### src/rtl/pdm_pkg.sv
// Shared definitions for the PDM microphone transmitter: default
// parameters, controller state encoding and a counter-width helper.
package pdm_pkg;

    localparam int C_W_DEF   = 12;
    localparam int C_OSR_DEF = 64;
    localparam int C_TMO_DEF = 63;

    typedef enum logic [1:0] {
        ST_IDLE = 2'd0,
        ST_SYNC = 2'd1,
        ST_RUN  = 2'd2
    } pdm_state_t;

    // Width of a counter that must hold values 0..n-1 (at least 1 bit).
    function automatic int cnt_w(input int n);
        return (n < 2) ? 1 : $clog2(n);
    endfunction

endpackage

### src/rtl/pdm_sdm2.sv
// Second-order sigma-delta modulator with saturating integrators.
// The output bit register doubles as the feedback memory for the next step.
module pdm_sdm2 #(
    parameter int C_W = 12
) (
    input  logic                  CK_i,
    input  logic                  XARST_i,
    input  logic                  EN_i,
    input  logic                  CLR_i,
    input  logic signed [C_W-1:0] X_i,
    output logic                  BIT_o
);

    localparam int AW = C_W + 6;
    // Two guard bits so the unsaturated sums can never overflow.
    localparam int EW = C_W + 8;

    localparam logic signed [EW-1:0] FB_MAG = EW'(2 ** (C_W - 1));
    localparam logic signed [EW-1:0] I_MAX  = EW'(2 ** (AW - 1) - 1);
    localparam logic signed [EW-1:0] I_MIN  = ~I_MAX;

    logic signed [AW-1:0] i1_q;
    logic signed [AW-1:0] i2_q;
    logic signed [AW-1:0] i1_d;
    logic signed [AW-1:0] i2_d;
    logic                 bit_q;
    logic                 bit_d;
    logic signed [EW-1:0] fb;
    logic signed [EW-1:0] x_e;
    logic signed [EW-1:0] s1;
    logic signed [EW-1:0] s2;

    function automatic logic signed [AW-1:0] sat(input logic signed [EW-1:0] v);
        logic signed [AW-1:0] r;
        if (v > I_MAX) begin
            r = I_MAX[AW-1:0];
        end else if (v < I_MIN) begin
            r = I_MIN[AW-1:0];
        end else begin
            r = v[AW-1:0];
        end
        return r;
    endfunction

    // Next integrator values and output bit from the current state and input.
    always_comb begin
        fb    = bit_q ? FB_MAG : -FB_MAG;
        x_e   = {{(EW - C_W){X_i[C_W-1]}}, X_i};
        s1    = {{2{i1_q[AW-1]}}, i1_q} + x_e - fb;
        i1_d  = sat(s1);
        s2    = {{2{i2_q[AW-1]}}, i2_q} + {{2{i1_d[AW-1]}}, i1_d} - fb;
        i2_d  = sat(s2);
        bit_d = ~i2_d[AW-1];
    end

    // Integrator and bit registers; clear wins over a step.
    always_ff @(posedge CK_i or negedge XARST_i) begin
        if (!XARST_i) begin
            i1_q  <= '0;
            i2_q  <= '0;
            bit_q <= 1'b0;
        end else if (CLR_i) begin
            i1_q  <= '0;
            i2_q  <= '0;
            bit_q <= 1'b0;
        end else if (EN_i) begin
            i1_q  <= i1_d;
            i2_q  <= i2_d;
            bit_q <= bit_d;
        end
    end

    assign BIT_o = bit_q;

endmodule

### src/rtl/pdm_mic_tx.sv
// PDM microphone transmitter: buffers PCM samples in a 2-entry FIFO,
// follows the master's PDM clock and drives one modulated bit per PDM
// period into the selected half-period slot.
//
//   state | meaning
//   IDLE  | no PDM clock seen, outputs quiet
//   SYNC  | an edge was seen, waiting for a rising edge to align
//   RUN   | one modulator step per rising edge, data slot driven
module pdm_mic_tx
    import pdm_pkg::*;
#(
    parameter int C_W   = C_W_DEF,
    parameter int C_OSR = C_OSR_DEF,
    parameter int C_TMO = C_TMO_DEF
) (
    input  logic                  CK_i,
    input  logic                  XARST_i,
    input  logic                  PDM_CK_i,
    input  logic                  SEL_i,
    input  logic signed [C_W-1:0] PCM_DAT_i,
    input  logic                  PCM_VLD_i,
    output logic                  PCM_RDY_o,
    output logic                  DAT_o,
    output logic                  DAT_OE_o,
    output logic                  ACT_o,
    output logic                  UDR_o
);

    localparam int SW = cnt_w(C_OSR);
    localparam int TW = cnt_w(C_TMO + 1);
    localparam logic [SW-1:0] S_LAST = SW'(C_OSR - 1);
    localparam logic [TW-1:0] T_LOAD = TW'(C_TMO);

    logic [2:0]            pck_q;
    logic                  rise;
    logic                  fall;
    logic                  any_edge;
    logic [TW-1:0]         tmo_q;
    logic                  tmo_hit;
    pdm_state_t            state_q;
    pdm_state_t            state_d;
    logic                  run;
    logic                  leave;
    logic                  step;
    logic                  wrap;
    logic [SW-1:0]         smp_q;
    logic signed [C_W-1:0] mem_q [2];
    logic                  rd_q;
    logic [1:0]            fcnt_q;
    logic                  push;
    logic                  pop_ok;
    logic signed [C_W-1:0] x_q;
    logic                  udr_q;
    logic                  oe_q;
    logic                  bit_w;

    // Two synchronizer flops plus one history flop for edge detection.
    always_ff @(posedge CK_i or negedge XARST_i) begin
        if (!XARST_i) begin
            pck_q <= '0;
        end else begin
            pck_q <= {pck_q[1:0], PDM_CK_i};
        end
    end

    assign rise     = pck_q[1] & ~pck_q[2];
    assign fall     = ~pck_q[1] & pck_q[2];
    assign any_edge = rise | fall;

    // Clock-loss timer: reloaded by every edge, expires after C_TMO quiet cycles.
    always_ff @(posedge CK_i or negedge XARST_i) begin
        if (!XARST_i) begin
            tmo_q <= '0;
        end else if (any_edge) begin
            tmo_q <= T_LOAD;
        end else if (tmo_q != '0) begin
            tmo_q <= tmo_q - 1'b1;
        end
    end

    assign tmo_hit = ~any_edge & (tmo_q == TW'(1));

    // State register.
    always_ff @(posedge CK_i or negedge XARST_i) begin
        if (!XARST_i) begin
            state_q <= ST_IDLE;
        end else begin
            state_q <= state_d;
        end
    end

    // Next-state decode; clock loss overrides everything.
    always_comb begin
        state_d = state_q;
        unique case (state_q)
            ST_IDLE: if (any_edge) state_d = ST_SYNC;
            ST_SYNC: if (rise)     state_d = ST_RUN;
            ST_RUN:  state_d = ST_RUN;
            default: state_d = ST_IDLE;
        endcase
        if (tmo_hit) begin
            state_d = ST_IDLE;
        end
    end

    assign run   = (state_q == ST_RUN);
    assign leave = run & (state_d != ST_RUN);
    assign step  = run & rise;
    assign wrap  = step & (smp_q == S_LAST);

    // Position within the current PCM sample, in PDM periods.
    always_ff @(posedge CK_i or negedge XARST_i) begin
        if (!XARST_i) begin
            smp_q <= '0;
        end else if (leave) begin
            smp_q <= '0;
        end else if (step) begin
            smp_q <= wrap ? '0 : smp_q + 1'b1;
        end
    end

    assign PCM_RDY_o = (fcnt_q < 2'd2);
    assign push      = PCM_VLD_i & PCM_RDY_o;
    assign pop_ok    = wrap & (fcnt_q != 2'd0);

    // Input FIFO; the write slot is derived from read pointer and fill level.
    always_ff @(posedge CK_i or negedge XARST_i) begin
        if (!XARST_i) begin
            mem_q[0] <= '0;
            mem_q[1] <= '0;
            rd_q     <= 1'b0;
            fcnt_q   <= '0;
        end else begin
            if (push) begin
                mem_q[rd_q ^ fcnt_q[0]] <= PCM_DAT_i;
            end
            if (pop_ok) begin
                rd_q <= ~rd_q;
            end
            fcnt_q <= fcnt_q + 2'(push) - 2'(pop_ok);
        end
    end

    // Current sample and sticky underrun; an empty pop keeps the old sample.
    always_ff @(posedge CK_i or negedge XARST_i) begin
        if (!XARST_i) begin
            x_q   <= '0;
            udr_q <= 1'b0;
        end else begin
            if (pop_ok) begin
                x_q <= mem_q[rd_q];
            end
            if (wrap && (fcnt_q == 2'd0)) begin
                udr_q <= 1'b1;
            end
        end
    end

    // Slot enable: SEL_i is only looked at on an edge, so changes apply there.
    always_ff @(posedge CK_i or negedge XARST_i) begin
        if (!XARST_i) begin
            oe_q <= 1'b0;
        end else if (!run || leave) begin
            oe_q <= 1'b0;
        end else if (rise) begin
            oe_q <= ~SEL_i;
        end else if (fall) begin
            oe_q <= SEL_i;
        end
    end

    pdm_sdm2 #(
        .C_W(C_W)
    ) u_sdm2 (
        .CK_i    (CK_i),
        .XARST_i (XARST_i),
        .EN_i    (step),
        .CLR_i   (leave),
        .X_i     (x_q),
        .BIT_o   (bit_w)
    );

    // The modulator bit is cleared whenever RUN is left, so it is 0 outside RUN.
    assign DAT_o    = bit_w;
    assign DAT_OE_o = oe_q;
    assign ACT_o    = run;
    assign UDR_o    = udr_q;

endmodule

### config.mk
export PLATFORM = sky130hd
export DESIGN_NAME = pdm_mic_tx
export DESIGN_NICKNAME = d
export VERILOG_FILES = /design/src/rtl/pdm_pkg.sv /design/src/rtl/pdm_sdm2.sv /design/src/rtl/pdm_mic_tx.sv
export SDC_FILE = /design/constraint.sdc
export NUM_CORES = 1
export LEC_CHECK = 0
export CORE_ASPECT_RATIO = 0.6
export CORE_MARGIN = 2
export CORE_UTILIZATION = 62
export DETAILED_ROUTE_END_ITERATION = 7
export GPL_TIMING_DRIVEN = 0
export PLACE_DENSITY = 0.82
export SYNTH_ARGS = -nofsm -noshare
export SYNTH_HDL_FRONTEND = slang
export SYNTH_SLANG_ARGS = --single-unit
### constraint.sdc
create_clock -name CK_i -period 9.42 [get_ports CK_i]
set_input_delay 2.826 -clock CK_i [delete_from_list [all_inputs] [get_ports CK_i]]
set_output_delay 2.826 -clock CK_i [all_outputs]
set_load 0.05 [all_outputs]
==> flow_results.org <==
** STA
- At the pin with the least slew margin, the transition time is 0.956 ns.
- The clock arrives with 0.00636 ns of skew.
- Total Neg Setup Slack :: 0 ns
- Relative max-transition margin :: 36.3%
- Setup Viol. Count Final :: 0
- Final Max Tran Viols :: 0
- The final hold violation count came to 0.
- Counting I/O delays and the setup requirement, the final critical path takes 9.17 ns.
- In the finished design, the share of the clock period the worst path needs comes to 97.3%.
- Achievable frequency :: 109 MHz

** Yosys
- Proportion of synthesized chip area in sequential cells :: 36.3%
- In this run, synthesis produced a sequential element count of 95.
- Yosys warnings :: 0
- Unique masters post-synth :: 75
- The number of nets in the synthesized netlist is 756.
- In the synthesized netlist, the number of instances is 675.
- The most used flip-flop cell after synthesis is sky130_fd_sc_hd__dfrtp_1.
- In this run, synthesis inferred 0 flip-flops with an integrated enable.
- Fraction of synthesis flops using an asynchronous set or reset pin :: 100%
- Post-synthesis instance area :: 6560 µm²
- Syn_area_per_cell :: 9.71 µm²

** Critical path
- RR Startpoint :: u_sdm2.i1_q[7]
- STA puts the critical path data required time at 9.65 ns.
- Stage delay of the slowest cell on the critical path :: 0.57 ns
- Type of the worst setup path :: reg -> reg
- Reg2Reg Depth :: 36
- Crit path launch type :: flip-flop
- Crit Path Max Fanout :: 10
- Most common cell type on the critical path :: sky130_fd_sc_hd__ha_1
- For the worst setup path, the data arrival time is 9.39 ns.
- The largest individual stage delay along the critical path comes from the cell sky130_fd_sc_hd__or4_1.
- Category of the worst setup path capture point :: flip-flop
- R2R Setup Slk :: 0.25 ns
- In this run the critical register-to-register path is captured at u_sdm2.i2_q[7].

** Die
- For this configuration, the core starts out at a cell density of 62.9%.
- Row generation in the floorplan step produced 29 rows.
- Core region area :: 10400 µm²
- Total Die Area :: 11400 µm²
- Y dimension of the die :: 83.6 µm
- 22 I/O pins were placed.
- Horizontal die dimension :: 137 µm

** Route
- Remaining antenna violation count :: 0
- Detailed routing inserted a total of 5648 vias.
- After detailed routing, the total wire length is 16500 µm.
- In the final routed layout, each cell accounts on average for 19.3 µm.
- The first detailed-routing pass ran for 6 iterations.
- Count of routing violations after the opening detailed-route iteration :: 541
- Via/cell ratio :: 6.59
- DR DRC count :: 0

** Cells and area
- Filler cell count :: 729
- The post-route netlist has 13.9% of its cells at a drive strength greater than 1.
- Antenna Cells :: 0
- Final net count :: 794
- Area added between synthesis and finish :: 13.9%

** Job
- Maximum Capacitance Violations :: 0

** Global routing
- Wire length of the first global-routing pass :: 26600 µm
- Pin count of the biggest net entering global routing :: 58
- Global routing usage on met3 :: 6.68%
- The initial antenna violation count is 0.
- In the global route stage, met2 resource usage came out at 44.1%.
- Global-route met1 utilization :: 43.0%
- Overall routing resource usage :: 29.4%
- After global routing, the most crowded layer is met2.
- The number of global-route vias before repair came to 5484.
- After global routing the overflow that remains totals 0.

** CTS
- Clock tree synthesis inserted a total of 9 buffers.
- CTS root buf :: sky130_fd_sc_hd__clkbuf_16
- Clock Pin Slew Worst Setup and Hold Paths :: 0.07 ns
- The clock tree synthesis step divided the H-tree into 3 levels.
- TritonCTS built the clock tree.
- Number of sinks on the clock net :: 95
- Clock Latency Late Sink :: 0.35 ns
- The clock passes through at most 2 buffers.

** Min path
- Count of cells along the worst hold path :: 0
- Type of the worst min-delay path :: reg -> reg
- Critical hold path startpoint :: pck_q[0]
- The worst hold path terminates at pck_q[1].

** Placement
- Post-detailed-placement half-perimeter wirelength :: 11900 µm
- Placer Congestion :: 0.900
- In this run the tool buffered the top-level ports with 21 buffer cells.

** Run status
- Outcome :: finished, final reports clean
==> state kept, by name, indices dropped and copies added, names as in the netlist, 2 cells and up <==
name	cells
fcnt_q	2
smp_q	6
x_q	12
u_sdm2.i1_q	18
tmo_q	6
state_q	2
mem_q	24
pck_q	3
u_sdm2.i2_q	18
==> cells in the final DEF, fill, tap and decap left out, types with 5 or more instances in the layout <==
cell type	n
sky130_fd_sc_hd__nand2_1	67
sky130_fd_sc_hd__nand2b_1	7
sky130_fd_sc_hd__o21ai_0	43
sky130_fd_sc_hd__nor2b_1	5
sky130_fd_sc_hd__nor3_1	11
sky130_fd_sc_hd__nand3_1	18
sky130_fd_sc_hd__buf_4	6
sky130_fd_sc_hd__clkbuf_1	14
sky130_fd_sc_hd__a221o_1	14
sky130_fd_sc_hd__xor2_1	18
sky130_fd_sc_hd__a21oi_2	5
sky130_fd_sc_hd__a21oi_1	32
sky130_fd_sc_hd__nand4_1	8
sky130_fd_sc_hd__and3_1	8
sky130_fd_sc_hd__clkdlybuf4s50_1	20
sky130_fd_sc_hd__ha_1	56
sky130_fd_sc_hd__clkbuf_16	9
sky130_fd_sc_hd__mux2i_1	13
sky130_fd_sc_hd__inv_1	25
sky130_fd_sc_hd__mux2_2	24
sky130_fd_sc_hd__xnor2_1	26
sky130_fd_sc_hd__a31o_2	5
sky130_fd_sc_hd__a21o_1	12
sky130_fd_sc_hd__nor2_1	39
sky130_fd_sc_hd__dfrtp_1	95
sky130_fd_sc_hd__o21a_1	6
sky130_fd_sc_hd__o211ai_1	16
sky130_fd_sc_hd__o21ai_1	8
==> stage by stage <==
stage	hold slack, ns	worst slack, ns	std cells	utilization (%)	cell area [µm²]
after CTS	0.366	0.0401	851	70.0	7290
final	0.362	0.253	857	71.7	7470
after global placement	0.342	-0.0882	835	66.6	6940
after detailed placement	0.336	-0.289	836	66.9	6960
after floorplan	0.331	1.03	675	-	6560
after global routing	0.380	-0.174	857	71.7	7470
==> layer usage <==
layer	vias to the layer above	wire [µm]
met5	-	0
met4	0	245
met3	34	1340
met2	277	7470
met1	2781	7440
li1	2556	-
==> cell usage after synthesis, types with 7 or more instances <==
cell type                  number  share of area (%)
sky130_fd_sc_hd__inv_1         25                1.4
sky130_fd_sc_hd__nor3_1        12               0.92
sky130_fd_sc_hd__a221o_1       14                2.1
sky130_fd_sc_hd__nand2_1       68                3.9
sky130_fd_sc_hd__and3_1         8               0.76
sky130_fd_sc_hd__mux2i_1       14                2.1
sky130_fd_sc_hd__a21oi_1       37                2.8
sky130_fd_sc_hd__dfrtp_1       95                 36
sky130_fd_sc_hd__xnor2_1       27                3.6
sky130_fd_sc_hd__mux2_2        24                4.1
sky130_fd_sc_hd__nor2_1        40                2.3
sky130_fd_sc_hd__nand3_1       18                1.4
sky130_fd_sc_hd__xor2_1        18                2.4
sky130_fd_sc_hd__clkbuf_1      14               0.80
sky130_fd_sc_hd__ha_1          60                 11
sky130_fd_sc_hd__a21o_1        12                1.4
sky130_fd_sc_hd__nand2b_1       7               0.67
sky130_fd_sc_hd__o21ai_0       45                3.4
sky130_fd_sc_hd__nand4_1        8               0.76
sky130_fd_sc_hd__o211ai_1      16                1.8
==> logic make-up after synthesis <==
kind of cell             synth area share [%]
multiplexers                             6.26
AO/OA/AOI/OAI                            20.3
flip-flops                               36.3
XOR/XNOR                                 6.26
adder cells (fa/ha/maj)                  12.7
buffers and inverters                    2.79
AND/OR/NAND/NOR                          15.4
==> what timing repair did <==
| item | CTS | global route |
|---|---|---|
| gates cloned | 0 | 1 |
| pin swaps | 1 | 9 |
| setup endpoints to repair | 17 | 18 |
| setup buffers | 0 | 5 |
| resized for setup | 7 | 32 |
| hold buffers | 0 | 0 |
==> worst max-delay path: cells and delay by family, from the launching register on <==
kind	cells	cell delay, ns
compound gates	21	4.60
xor+xnor	1	0.12
fa+ha+maj	5	1.65
buf+inv	2	0.32
flops	1	0.38
simple gates	7	1.93
==> final cells by class <==
| cell class | instances | area (µm²) | share of cell area [%] |
|---|---|---|---|
| Multi-Input combinational cell | 538 | 4160 | 55.7 |
| Timing Repair Buffer | 27 | 273 | 3.65 |
| Sequential cell | 95 | 2380 | 31.8 |
| Tap cell | 139 | 174 | 2.33 |
| Clock buffer | 11 | 233 | 3.12 |
| Buffer | 17 | 92.6 | 1.24 |
| Inverter | 25 | 93.8 | 1.26 |
| Clock inverter | 5 | 63.8 | 0.855 |
==> how the worst max path moves through the flow <==
stage                    from               to  slack (ns)  depth (start not counted)
5_1_grt        u_sdm2.i1_q[7]   u_sdm2.i2_q[7]       -0.17                         37
2_1_floorplan  u_sdm2.i1_q[8]   u_sdm2.i2_q[8]        1.03                         37
3_3_place_gp   u_sdm2.i1_q[1]  u_sdm2.i2_q[11]       -0.09                         37
4_1_cts        u_sdm2.i1_q[1]   u_sdm2.i2_q[7]        0.04                         37
3_5_place_dp   u_sdm2.i1_q[1]  u_sdm2.i2_q[10]       -0.29                         36
6_report       u_sdm2.i1_q[7]   u_sdm2.i2_q[7]        0.25                         36
Power is not shown: default switching activity piles up to over one toggle a cycle in this logic, so the estimate is an artifact.
